### config.mk
export PLATFORM = sky130hd
export DESIGN_NAME = rejestr_wyniku
export DESIGN_NICKNAME = d
export VERILOG_FILES = /design/src/rtl/rejestr_wyniku.sv
export SDC_FILE = /design/constraint.sdc
export NUM_CORES = 1
export LEC_CHECK = 0
export ABC_AREA = 1
export CAP_MARGIN = 20
export CELL_PAD_IN_SITES_DETAIL_PLACEMENT = 1
export CELL_PAD_IN_SITES_GLOBAL_PLACEMENT = 2
export CORE_UTILIZATION = 30
export DETAILED_ROUTE_END_ITERATION = 8
export MAX_ROUTING_LAYER = met4
export PLACE_DENSITY = 0.95
export SLEW_MARGIN = 20
export SYNTH_ARGS = -nofsm -noshare
export SYNTH_HDL_FRONTEND = slang
export SYNTH_SLANG_ARGS = --single-unit
### constraint.sdc
create_clock -name i_clk -period 3.6 [get_ports i_clk]
set_input_delay 0.72 -clock i_clk [delete_from_list [all_inputs] [get_ports i_clk]]
set_output_delay 0.72 -clock i_clk [all_outputs]
set_load 0.01 [all_outputs]
### src/rtl/rejestr_wyniku.sv
// Output stage of the arithmetic unit: captures the bit-set stage result on a
// valid/ready handshake, holds it in a 2-entry skid buffer with derived status
// flags, and keeps a saturating count of erroneous results.
module rejestr_wyniku #(
    parameter int unsigned BITS     = 32,
    parameter int unsigned CNT_BITS = 8
) (
    input  logic                i_clk,
    input  logic                i_rst,
    input  logic                i_valid,
    output logic                o_ready,
    input  logic [BITS-1:0]     i_result,
    input  logic                i_error,
    output logic                o_valid,
    input  logic                i_ready,
    output logic [BITS-1:0]     o_result,
    output logic [3:0]          o_status,
    output logic [CNT_BITS-1:0] o_err_cnt
);

    localparam logic [CNT_BITS-1:0] CNT_MAX = '1;

    // State value equals buffer occupancy
    typedef enum logic [1:0] {
        EMPTY = 2'd0,
        ONE   = 2'd1,
        FULL  = 2'd2
    } state_t;

    state_t          state;
    logic [BITS-1:0] tail_result;
    logic [3:0]      tail_status;

    logic            push_c;
    logic            pop_c;
    logic [BITS-1:0] new_result_c;
    logic [3:0]      new_status_c;

    // Handshake decode and status of the incoming entry; errors store zero
    always_comb begin
        push_c       = i_valid && o_ready;
        pop_c        = o_valid && i_ready;
        new_result_c = i_error ? '0 : i_result;
        new_status_c = {^new_result_c, (new_result_c == '0), new_result_c[BITS-1], i_error};
    end

    // Skid buffer FSM, registered handshake outputs and error counter
    always_ff @(posedge i_clk) begin
        if (i_rst) begin
            state       <= EMPTY;
            o_valid     <= 1'b0;
            o_ready     <= 1'b1;
            o_result    <= '0;
            o_status    <= 4'b0000;
            tail_result <= '0;
            tail_status <= 4'b0000;
            o_err_cnt   <= '0;
        end else begin
            case (state)
                EMPTY: begin
                    if (push_c) begin
                        o_result <= new_result_c;
                        o_status <= new_status_c;
                        o_valid  <= 1'b1;
                        state    <= ONE;
                    end
                end
                ONE: begin
                    if (push_c && pop_c) begin
                        // head leaves, incoming entry takes its place
                        o_result <= new_result_c;
                        o_status <= new_status_c;
                    end else if (push_c) begin
                        tail_result <= new_result_c;
                        tail_status <= new_status_c;
                        o_ready     <= 1'b0;
                        state       <= FULL;
                    end else if (pop_c) begin
                        o_valid <= 1'b0;
                        state   <= EMPTY;
                    end
                end
                FULL: begin
                    // no push possible here since o_ready is low
                    if (pop_c) begin
                        o_result <= tail_result;
                        o_status <= tail_status;
                        o_ready  <= 1'b1;
                        state    <= ONE;
                    end
                end
                default: begin
                    o_valid <= 1'b0;
                    o_ready <= 1'b1;
                    state   <= EMPTY;
                end
            endcase

            if (push_c && i_error && (o_err_cnt != CNT_MAX)) begin
                o_err_cnt <= o_err_cnt + CNT_BITS'(1);
            end
        end
    end

endmodule

==> flow_summary.ini, run 1 <==
[run_status]
status = finished, final reports clean

[global_route]
grt_overflow = 0
antenna_found_initial = 0
grt.total_usage_pct = 18.09
grt_pass1_vias = 4047
grt_max_degree = 70
grt_pass1_wl_um = 18840

[run]
cap_violations = 0

[cts]
cts_num_sinks = 82
cts-htree-levels = 3
cts-hold-fix-buffers = 0
clockRootBuffer = clkbuf_16
post_cts_buffers = 0
clkTransAtPathRegs_ps = 70
max-clock-path-buffers = 2
clkLatencyLatePin_ps = 350
cts_tree = built
post_cts_resized = 0
numCtsBuffers = 9

[min_path]
min_from = tail_result[29]$_SDFFE_PP0P_
hold_path_end = tail_result[29]$_SDFFE_PP0P_
hold_path.class = flip-flop to flip-flop
holdPathStages = 2

[sta]
fin_setup_tns_ps = 0
fin_skew_ps = 9.952
slew_headroom_pct = 37.46
clock.fmax_mhz = 373.7
worst_pin_slew_ps = 932.3
holdWs_ps = 468.7
report.final.slew_viol_count = 0
hold_viol = 0
worst_slack_ps = 924.2
fin_crit_sh_pct = 74.33
finalSetupViolations = 0
finalCriticalPeriod_ps = 2676
rsz0062_at_grt = no

[yosys]
synthesis.instances = 567
yosysTopAreaCell = dfxtp_1
syn-num-nets = 621
synth_warnings = 0
synth_edf_count = 0
ys.flop_type = dfxtp_1
synthTopCellsByCount = 125 x nand2_1, 111 x a21oi_1, 82 x dfxtp_1
yosys.cell_count.top_type = nand2_1
synth_area_mm2 = 0.003959
yosys_register_bits = 82
synth_cell_types = 28
yosysTopAreaCellShare_pct = 41.47
ys_async_sr_fraction_pct = 0
synth_area_leaders = dfxtp_1 41%, a21oi_1 14%, nand2_1 12%
ys_seq_area_share_pct = 41.47
syn_area_per_cell_um2 = 6.982

[final_layout]
nets = 686
drive_above_1_share_pct = 4.553
fin_cells = 809
n_antenna_cell = 0
final_util_pct = 41.31
area_growth_pct = 32.74
fill_cells = 1626
fin_area_mm2 = 0.005255

[critical_path]
reg2reg_slack_ps = 1610
crit_arrival_ps = 2930
reg2reg_from = o_valid$_SDFFE_PP0P_
critPathRequiredTime_ps = 3850
critPathLaunchType = input port
worstRegToRegCells = 8
setup.worst_path.end_class = flip-flop
r2r-end = o_status[3]$_SDFFE_PP0P_
path_max_fanout = 35
critical_path_class = input port to flip-flop

[place]
place_area_mm2 = 0.004906
gp_congestion = 0.8165
dpl_worst_slack_ps = 555.3
port_buffers = 82
dp_hpwl_um = 7988
dp_cells = 793

[routing]
drc_errors = 0
vias_per_cell = 4.871
dr.pass1.iters = 4
drtIter0Drc = 151
num_vias = 3941
wire_per_inst_um = 14.03
ant_nets = 0
drt_wl_total_um = 11350

[floorplanning]
die_h_um = 116.9
boundaryPins = 83
initial_core_util_pct = 31.12
row_count = 41
coreArea_mm2 = 0.01272
dieArea_mm2 = 0.01366
fp.dieW_um = 116.9

[pwr]
ir_worst_vdd_mv = 0.2608
p_leak_nw = 2.202
power_mw = 3.107
power_density_mw_per_mm2 = 591.3
-- cells by family (layout without fill, tap and decap cells) --
| kind of cell | count (synthesis) | in the layout | share of synthesized area [%] |
|---|---|---|---|
| simple gates | 200 | 200 | 20.45 |
| compound gates | 193 | 193 | 24.91 |
| flops | 82 | 82 | 41.47 |
| buf+inv | 75 | 145 | 7.806 |
| fa+ha+maj | 17 | 17 | 5.373 |
-- area by class of cell --
class | count | area [um2] | share of cell area, %
Multi-Input combinational cell | 410 | 2008 | 38.21
Sequential cell | 82 | 1642 | 31.24
Timing Repair Buffer | 87 | 883.3 | 16.81
Clock buffer | 9 | 225.2 | 4.286
Tap cell | 172 | 215.2 | 4.095
Inverter | 42 | 157.7 | 3.000
Clock inverter | 7 | 123.9 | 2.357
-- critical path, cell delays in order --
cell and delay, ps:
clkdlybuf4s50_1 430, clkinv_1 50, buf_4 340, nand2_1 170
ha_1 410, nor2_1 180, inv_1 60, nand2_1 60
nand2_1 50, nand2_1 70, nor2_1 40, nor2_1 70
nand2_1 70, nand2_1 60, nand2_1 40, nand2_1 60
inv_1 30
-- flip-flops by register name (all words and copies together) (netlist names) --
register / flops
o_result: 31
tail_result: 31
o_err_cnt: 8
o_status: 4
tail_status: 4
state: 2
o_ready: 1
o_valid: 1
-- worst max-delay path by stage --
stage | depth (start not counted) | slack (ps) | endpoint | startpoint
4_1_cts | 17 | 910 | tail_status[3]$_SDFFE_PP0P_ | i_error
5_1_grt | 17 | 660 | tail_status[3]$_SDFFE_PP0P_ | i_error
6_report | 17 | 920 | tail_status[3]$_SDFFE_PP0P_ | i_error
2_1_floorplan | 16 | 1260 | tail_status[3]$_SDFFE_PP0P_ | i_error
3_3_place_gp | 17 | 650 | tail_status[3]$_SDFFE_PP0P_ | i_error
3_5_place_dp | 17 | 560 | tail_status[3]$_SDFFE_PP0P_ | i_error
-- metal layers --
layer / vias up / wire length [um] / GRT usage [%]
met5: - / 0 / -
met4: 0 / 127 / 5.232
met3: 11 / 363 / 3.502
met2: 67 / 5616 / 31.28
met1: 1850 / 5240 / 21.29
li1: 2013 / - / -
-- report_power, final --
part / switching (mW) / internal [mW]
logic: 0.477 / 0.390
clock network: 0.403 / 0.684
registers: 0.0862 / 1.07
-- layout by cell type (no fill, tap or decap), types with 4 or more instances in the layout --
cell             Yosys  final
o21ai_0             75     75
a21oi_1            111    111
inv_1               39     38
nand2_1            125    125
clkbuf_16            0      9
nand3_1              6      6
ha_1                17     17
clkdlybuf4s50_1      0     82
dfxtp_1             82     82
nand4_1              4      4
nor2_1              56     56
Power figures use the tool's default switching activity.
==> run 2: changes to the inputs <==
Settings changed: CORE_UTILIZATION 30 to 25, PLACE_DENSITY 0.95 to 0.87.
Clock period 3.6 ns to 2.2 ns, I/O delays scaled along.
==> run 2 against run 1 <==
Net effect: flip-flop and latch count unchanged; final area grew 9.6%; highest routed layer unchanged; via count up 5.1%; wire length is 9.3% higher; clock skew decreased by 3.7 ps; critical path type unchanged; clock-buffer cell count grew 1; largest power group unchanged; worst setup slack lost 640 ps.
==> flow_summary.ini, run 2 (synthesis gave the netlist of run 1 again) <==
[final_layout]
n_antenna_cell = 0
area_growth_pct = 45.48
drive_above_1_share_pct = 11.72
final_common_cell = nand2_1
reg_top3 = o_result (31), tail_result (31), o_err_cnt (8)
nets = 723
fill_cells = 1887
final_util_pct = 37.61
final_cell_mix = 124 x nand2_1, 111 x a21oi_1, 82 x dfxtp_1, 81 x clkdlybuf4s50_1, 75 x o21ai_0

[min_path]
min_from = i_error
hold_path.class = input port to flip-flop
hold_path_end = o_status[0]$_SDFFE_PP0P_
holdPathStages = 3

[run_status]
status = finished, final reports clean

[critical_path]
crit_buf_inv = 3
worstRegToRegCells = 6
critPathLaunchType = input port
crit_top_cell = nand2_1
critical_path_class = input port to flip-flop
setup.worst_path.end_class = flip-flop
crit_family = simple AND/OR/NAND/NOR gates
cp_slowest_cell = clkdlybuf4s50_1
r2r-end = o_status[3]$_SDFFE_PP0P_
crit_arrival_ps = 2170
path_max_fanout = 2
reg2reg_from = state[1]$_SDFFE_PP0P_
path_cells = clkdlybuf4s50_1 -> nand2_1 -> ha_1 -> buf_4 -> nand2_1 -> nand2_1 -> nand2_1 -> nand2_1 -> nor2_1 -> nor2_1 -> nand2_1 -> nand2_1 -> nand2_1 -> nand2_1 -> inv_1
critPathRequiredTime_ps = 2450
reg2reg_slack_ps = 540
crit_cells = 15
cp_slowest_stage_delay_ps = 530
startpoint = i_result[29]

[sta]
finalSetupViolations = 0
fin_skew_ps = 6.270
worst_pin_slew_ps = 688.6
rsz0062_at_grt = no
hold_viol = 0
fin_crit_sh_pct = 87.12
clock.fmax_mhz = 521.7
slew_headroom_pct = 54.09
finalCriticalPeriod_ps = 1917
report.final.slew_viol_count = 0

[cts]
cts-htree-levels = 3
clkTransAtPathRegs_ps = 60
cts_num_sinks = 82
clockRootBuffer = clkbuf_16
cts-hold-fix-buffers = 0
clkLatencyLatePin_ps = 340
cts_tree = built
max-clock-path-buffers = 2
numCtsBuffers = 9

[run]
cap_violations = 0

[routing]
dr.pass1.iters = 4
drc_errors = 0
num_vias = 4143
vias_per_cell = 4.681
wire_per_inst_um = 14.02
drtIter0Drc = 119
ant_nets = 0
drt_wl_total_um = 12410

[pwr]
switching_share_pct = 30.64
clock_power_share_pct = 33.1
p_int_mw = 3.626
power_density_mw_per_mm2 = 907.8
combPwrFrac_pct = 30.7
p_sw_mw = 1.602
power_mw = 5.228
seq_power_share_pct = 36.2
p_leak_nw = 2.422
ir_worst_vdd_mv = 0.4091

[global_route]
grt_pass1_wl_um = 19860
grt_pass1_vias = 4269
grt_overflow = 0
antenna_found_initial = 0
met2_usage_pct = 28.39
use_met3_pct = 3.214
gr-max-usage-layer = met2
grt.total_usage_pct = 15.73
grt_use_met1_pct = 17.56
grt_max_degree = 69

[place]
port_buffers = 82
dp_hpwl_um = 8845
gp_congestion = 0.7500

[floorplanning]
coreArea_mm2 = 0.01531
boundaryPins = 83
dieArea_mm2 = 0.01634
die_h_um = 127.8
fp.dieW_um = 127.8
row_count = 45
initial_core_util_pct = 25.85
[run 2: cell count changes in the layout (fill, tap and decap cells not counted), moves of 2 or more]
cell | previous run | this run
nor2_2 | 0 | 3
ha_1 | 17 | 8
nor2_1 | 56 | 53
buf_12 | 2 | 6
inv_6 | 2 | 0
clkbuf_16 | 9 | 11
ha_4 | 0 | 7
buf_4 | 3 | 34
ha_2 | 0 | 2
clkinv_2 | 0 | 3
[run 2: power by group through the flow]
| stage | clock network, mW | registers (mW) | logic [mW] |
|---|---|---|---|
| finish | 1.73 | 1.89 | 1.61 |
| global route | 1.84 | 1.92 | 1.78 |
| CTS | 1.78 | 1.89 | 1.58 |
| detailed placement | 0 | 1.92 | 1.57 |
| global placement | 0 | 1.91 | 1.51 |
| floorplan | 0 | 1.97 | 0.753 |
[run 2: area by class of cell]
class	count	area [um2]	area share [%]
multi-input cells	410	2111	36.65
flip-flops and latches	82	1642	28.50
repair buffers	124	1249	21.68
well taps	211	264.0	4.584
clock buffers	10	229.0	3.976
inverters	42	160.2	2.781
clock inverters	6	105.1	1.825
[run 2: how the worst max path moves through the flow]
stage	endpoint	slack (ps)
after floorplan	tail_status[3]$_SDFFE_PP0P_	140
after global placement	tail_status[3]$_SDFFE_PP0P_	-290
after detailed placement	tail_status[3]$_SDFFE_PP0P_	-360
after CTS	tail_status[3]$_SDFFE_PP0P_	2
after global routing	tail_status[3]$_SDFFE_PP0P_	90
final	tail_status[3]$_SDFFE_PP0P_	280
[run 2: per-layer routing]
layer  part of all wire, %  vias to the layer above
met5                     0                        -
met4                  0.98                        0
met2                    50                       63
li1                      -                     2086
met1                    46                     1985
met3                   3.7                        9
[run 2: worst min-delay path, cell delays in order]
cell	delay, ps
dlymetal6s2s_1	150
nand2_1	80
a31oi_1	80
[run 2: what timing repair did]
| item | CTS | global route |
|---|---|---|
| resized for setup | 1 | 21 |
| cloned | 0 | 2 |
| setup endpoints to repair | 1 | 2 |
| pin swaps | 0 | 1 |
| setup buffers | 0 | 0 |
[run 2: stage by stage]
step | cells | area, um2 | TNS [ps] | worst slack (ps) | hold WS, ps
after detailed placement | 867 | 5243 | -1058 | -359.7 | 464.6
after global routing | 885 | 5759 | 0 | 88.53 | 476.2
final | 885 | 5759 | 0 | 283.3 | 454.5
after global placement | 867 | 5243 | -819.4 | -289.0 | 453.2
after floorplan | 567 | 3959 | 0 | 142.4 | 438.0
after CTS | 883 | 5580 | 0 | 2.328 | 474.1
==> run 3: changes to the inputs <==
Settings changed: SLEW_MARGIN 20 to 10.
==> results of run 3 <==
The final DEF is identical to that of run 2; final timing and power are the same.
==> patch: new RTL, flow settings as in run 1 <==
Change the parameter `BITS` from 32 to 64.
--- a/src/rtl/rejestr_wyniku.sv
+++ b/src/rtl/rejestr_wyniku.sv
@@ -3,5 +3,5 @@
 // flags, and keeps a saturating count of erroneous results.
 module rejestr_wyniku #(
-    parameter int unsigned BITS     = 32,
+    parameter int unsigned BITS     = 64,
     parameter int unsigned CNT_BITS = 8
 ) (
Interface: changed (resized i_result and o_result); port bits go from 83 to 147. The function was not compared with the original's and may differ.
==> patch against run 1 <==
  * Sequential cell count increased by 64
  * Design area rose by 81%
  * Sequential share of layout area down 0.45 points
  * Setup slack lost 0.096 ns
  * Total power rose by 77%
  * Critical path depth grew 1
  * Area after synthesis rose by 82%
  * Largest cell class unchanged
  * Wire length rose by 96%
  * Largest power group unchanged
  * First-iteration DRC count is 140% higher
==> patch: results (changes against run 1) <==
| Metric | Value |
|---|---|
| Top Family by Delay on Critical Path | `simple AND/OR/NAND/NOR gates (was buffers and inverters)` |
| Comb pwr share | `30.4% (was 27.9%)` |
| Hold Path Class | `reg2reg (unchanged)` |
| Total CTS buffers | `17 (was 9)` |
| WP data arrival | `3.12 ns (was 2.93 ns)` |
| Dpl cell area | `8920 um^2 (was 4910 um^2)` |
| P_sw | `1.81 mW (was 966 uW)` |
| Hold wc startpoint | `tail_result[47] (was tail_result[29])` |
| Hold path endpoint | `tail_result[47] (was tail_result[29])` |
| Inst Count DP | `1453 (was 793)` |
| Post-Layout Cell Count | `1485 (was 809)` |
| Total track usage | `19.3% (was 18.1%)` |
| Vias/cell | `4.86 (was 4.87)` |
| Share of layout cells above drive strength 1 | `5.15% (was 4.55%)` |
| Syn_nets | `1144 (was 621)` |
| Worst vdd ir | `235 uV (was 261 uV)` |
| Syn_area_per_cell | `6.90 um^2 (was 6.98 um^2)` |
| Worst r2r dst | `o_result[36] (was o_status[3])` |
| Sequential cell area fraction in the yosys report | `40.7% (was 41.5%)` |
| Status | `finished, final reports clean (unchanged)` |
| WL/cell | `15.0 um (was 14.0 um)` |
| Synth top cells by count | `nand2_1, dfxtp_1, a21oi_1, o21ai_0, inv_1 (was nand2_1, a21oi_1, dfxtp_1, o21ai_0, nor2_1)` |
| Largest stage delay on the critical path | `0.52 ns (was 0.43 ns)` |
| Reg2Reg Depth | `11 (was 8)` |
| Biggest regs | `o_result x63, tail_result x63, o_err_cnt x8 (was o_result x31, tail_result x31, o_err_cnt x8)` |
| Netlist cell types | `29 (was 28)` |
| Skew-Pair Late Insertion Delay | `0.42 ns (was 0.35 ns)` |
| Routed metal-1 wirelength | `10.8 mm (was 5.24 mm)` |
| Initial detailed-routing violation count | `360 (was 151)` |
| Largest net degree at the start of global routing | `118 (was 70)` |
| R2r setup slk | `1.26 ns (was 1.61 ns)` |
| GR Util met3 | `2.80% (was 3.50%)` |
| Hold WS | `0.460 ns (was 0.469 ns)` |
| First-pass GRT wire length | `36.3 mm (was 18.8 mm)` |
| Worst-Margin Slew | `0.619 ns (was 0.932 ns)` |
| Met3 WL | `675 um (was 363 um)` |
| Worst clock skew | `0.00682 ns (was 0.00995 ns)` |
| Routability cong. | `0.774 (was 0.817)` |
| DP HPWL | `15.1 mm (was 7.99 mm)` |
| # H-tree levels | `4 (was 3)` |
| GR Util met2 | `32.1% (was 31.3%)` |
| GRT met1 Usage | `24.1% (was 21.3%)` |
| Clock group power | `1.76 mW (was 1.09 mW)` |
| CTS clk-pin slew, worst paths | `0.06 ns` |
| Reg-to-Reg Start | `state[1] (was o_valid)` |
==> patch: kinds of logic after synthesis <==
| family | Yosys count | synth area share (%) |
|---|---|---|
| adders and majority gates | 33 | 5.75 |
| xor gates and xnor gates | 4 | 0.487 |
| DFF | 146 | 40.7 |
| AOI/OAI and AO/OA | 305 | 22.3 |
| and+or+nand+nor | 415 | 22.8 |
| buffers and inverters | 139 | 7.99 |
==> patch: through the flow <==
step | util [%] | setup slack [ns]
floorplan | - | 0.958
global placement | 38.0 | 0.504
detailed placement | 38.0 | 0.401
CTS | 40.4 | 0.837
global route | 40.4 | 0.581
finish | 40.4 | 0.828
==> patch: layout make-up <==
| class | count | area (um^2) |
|---|---|---|
| fillers | 2909 | 14000 |
| multi-input cells | 757 | 3690 |
| flip-flops and latches | 146 | 2920 |
| repair buffers | 157 | 1620 |
| clock buffers | 24 | 502 |
| well taps | 319 | 399 |
| inverters | 74 | 282 |
| clock inverters | 8 | 75.1 |
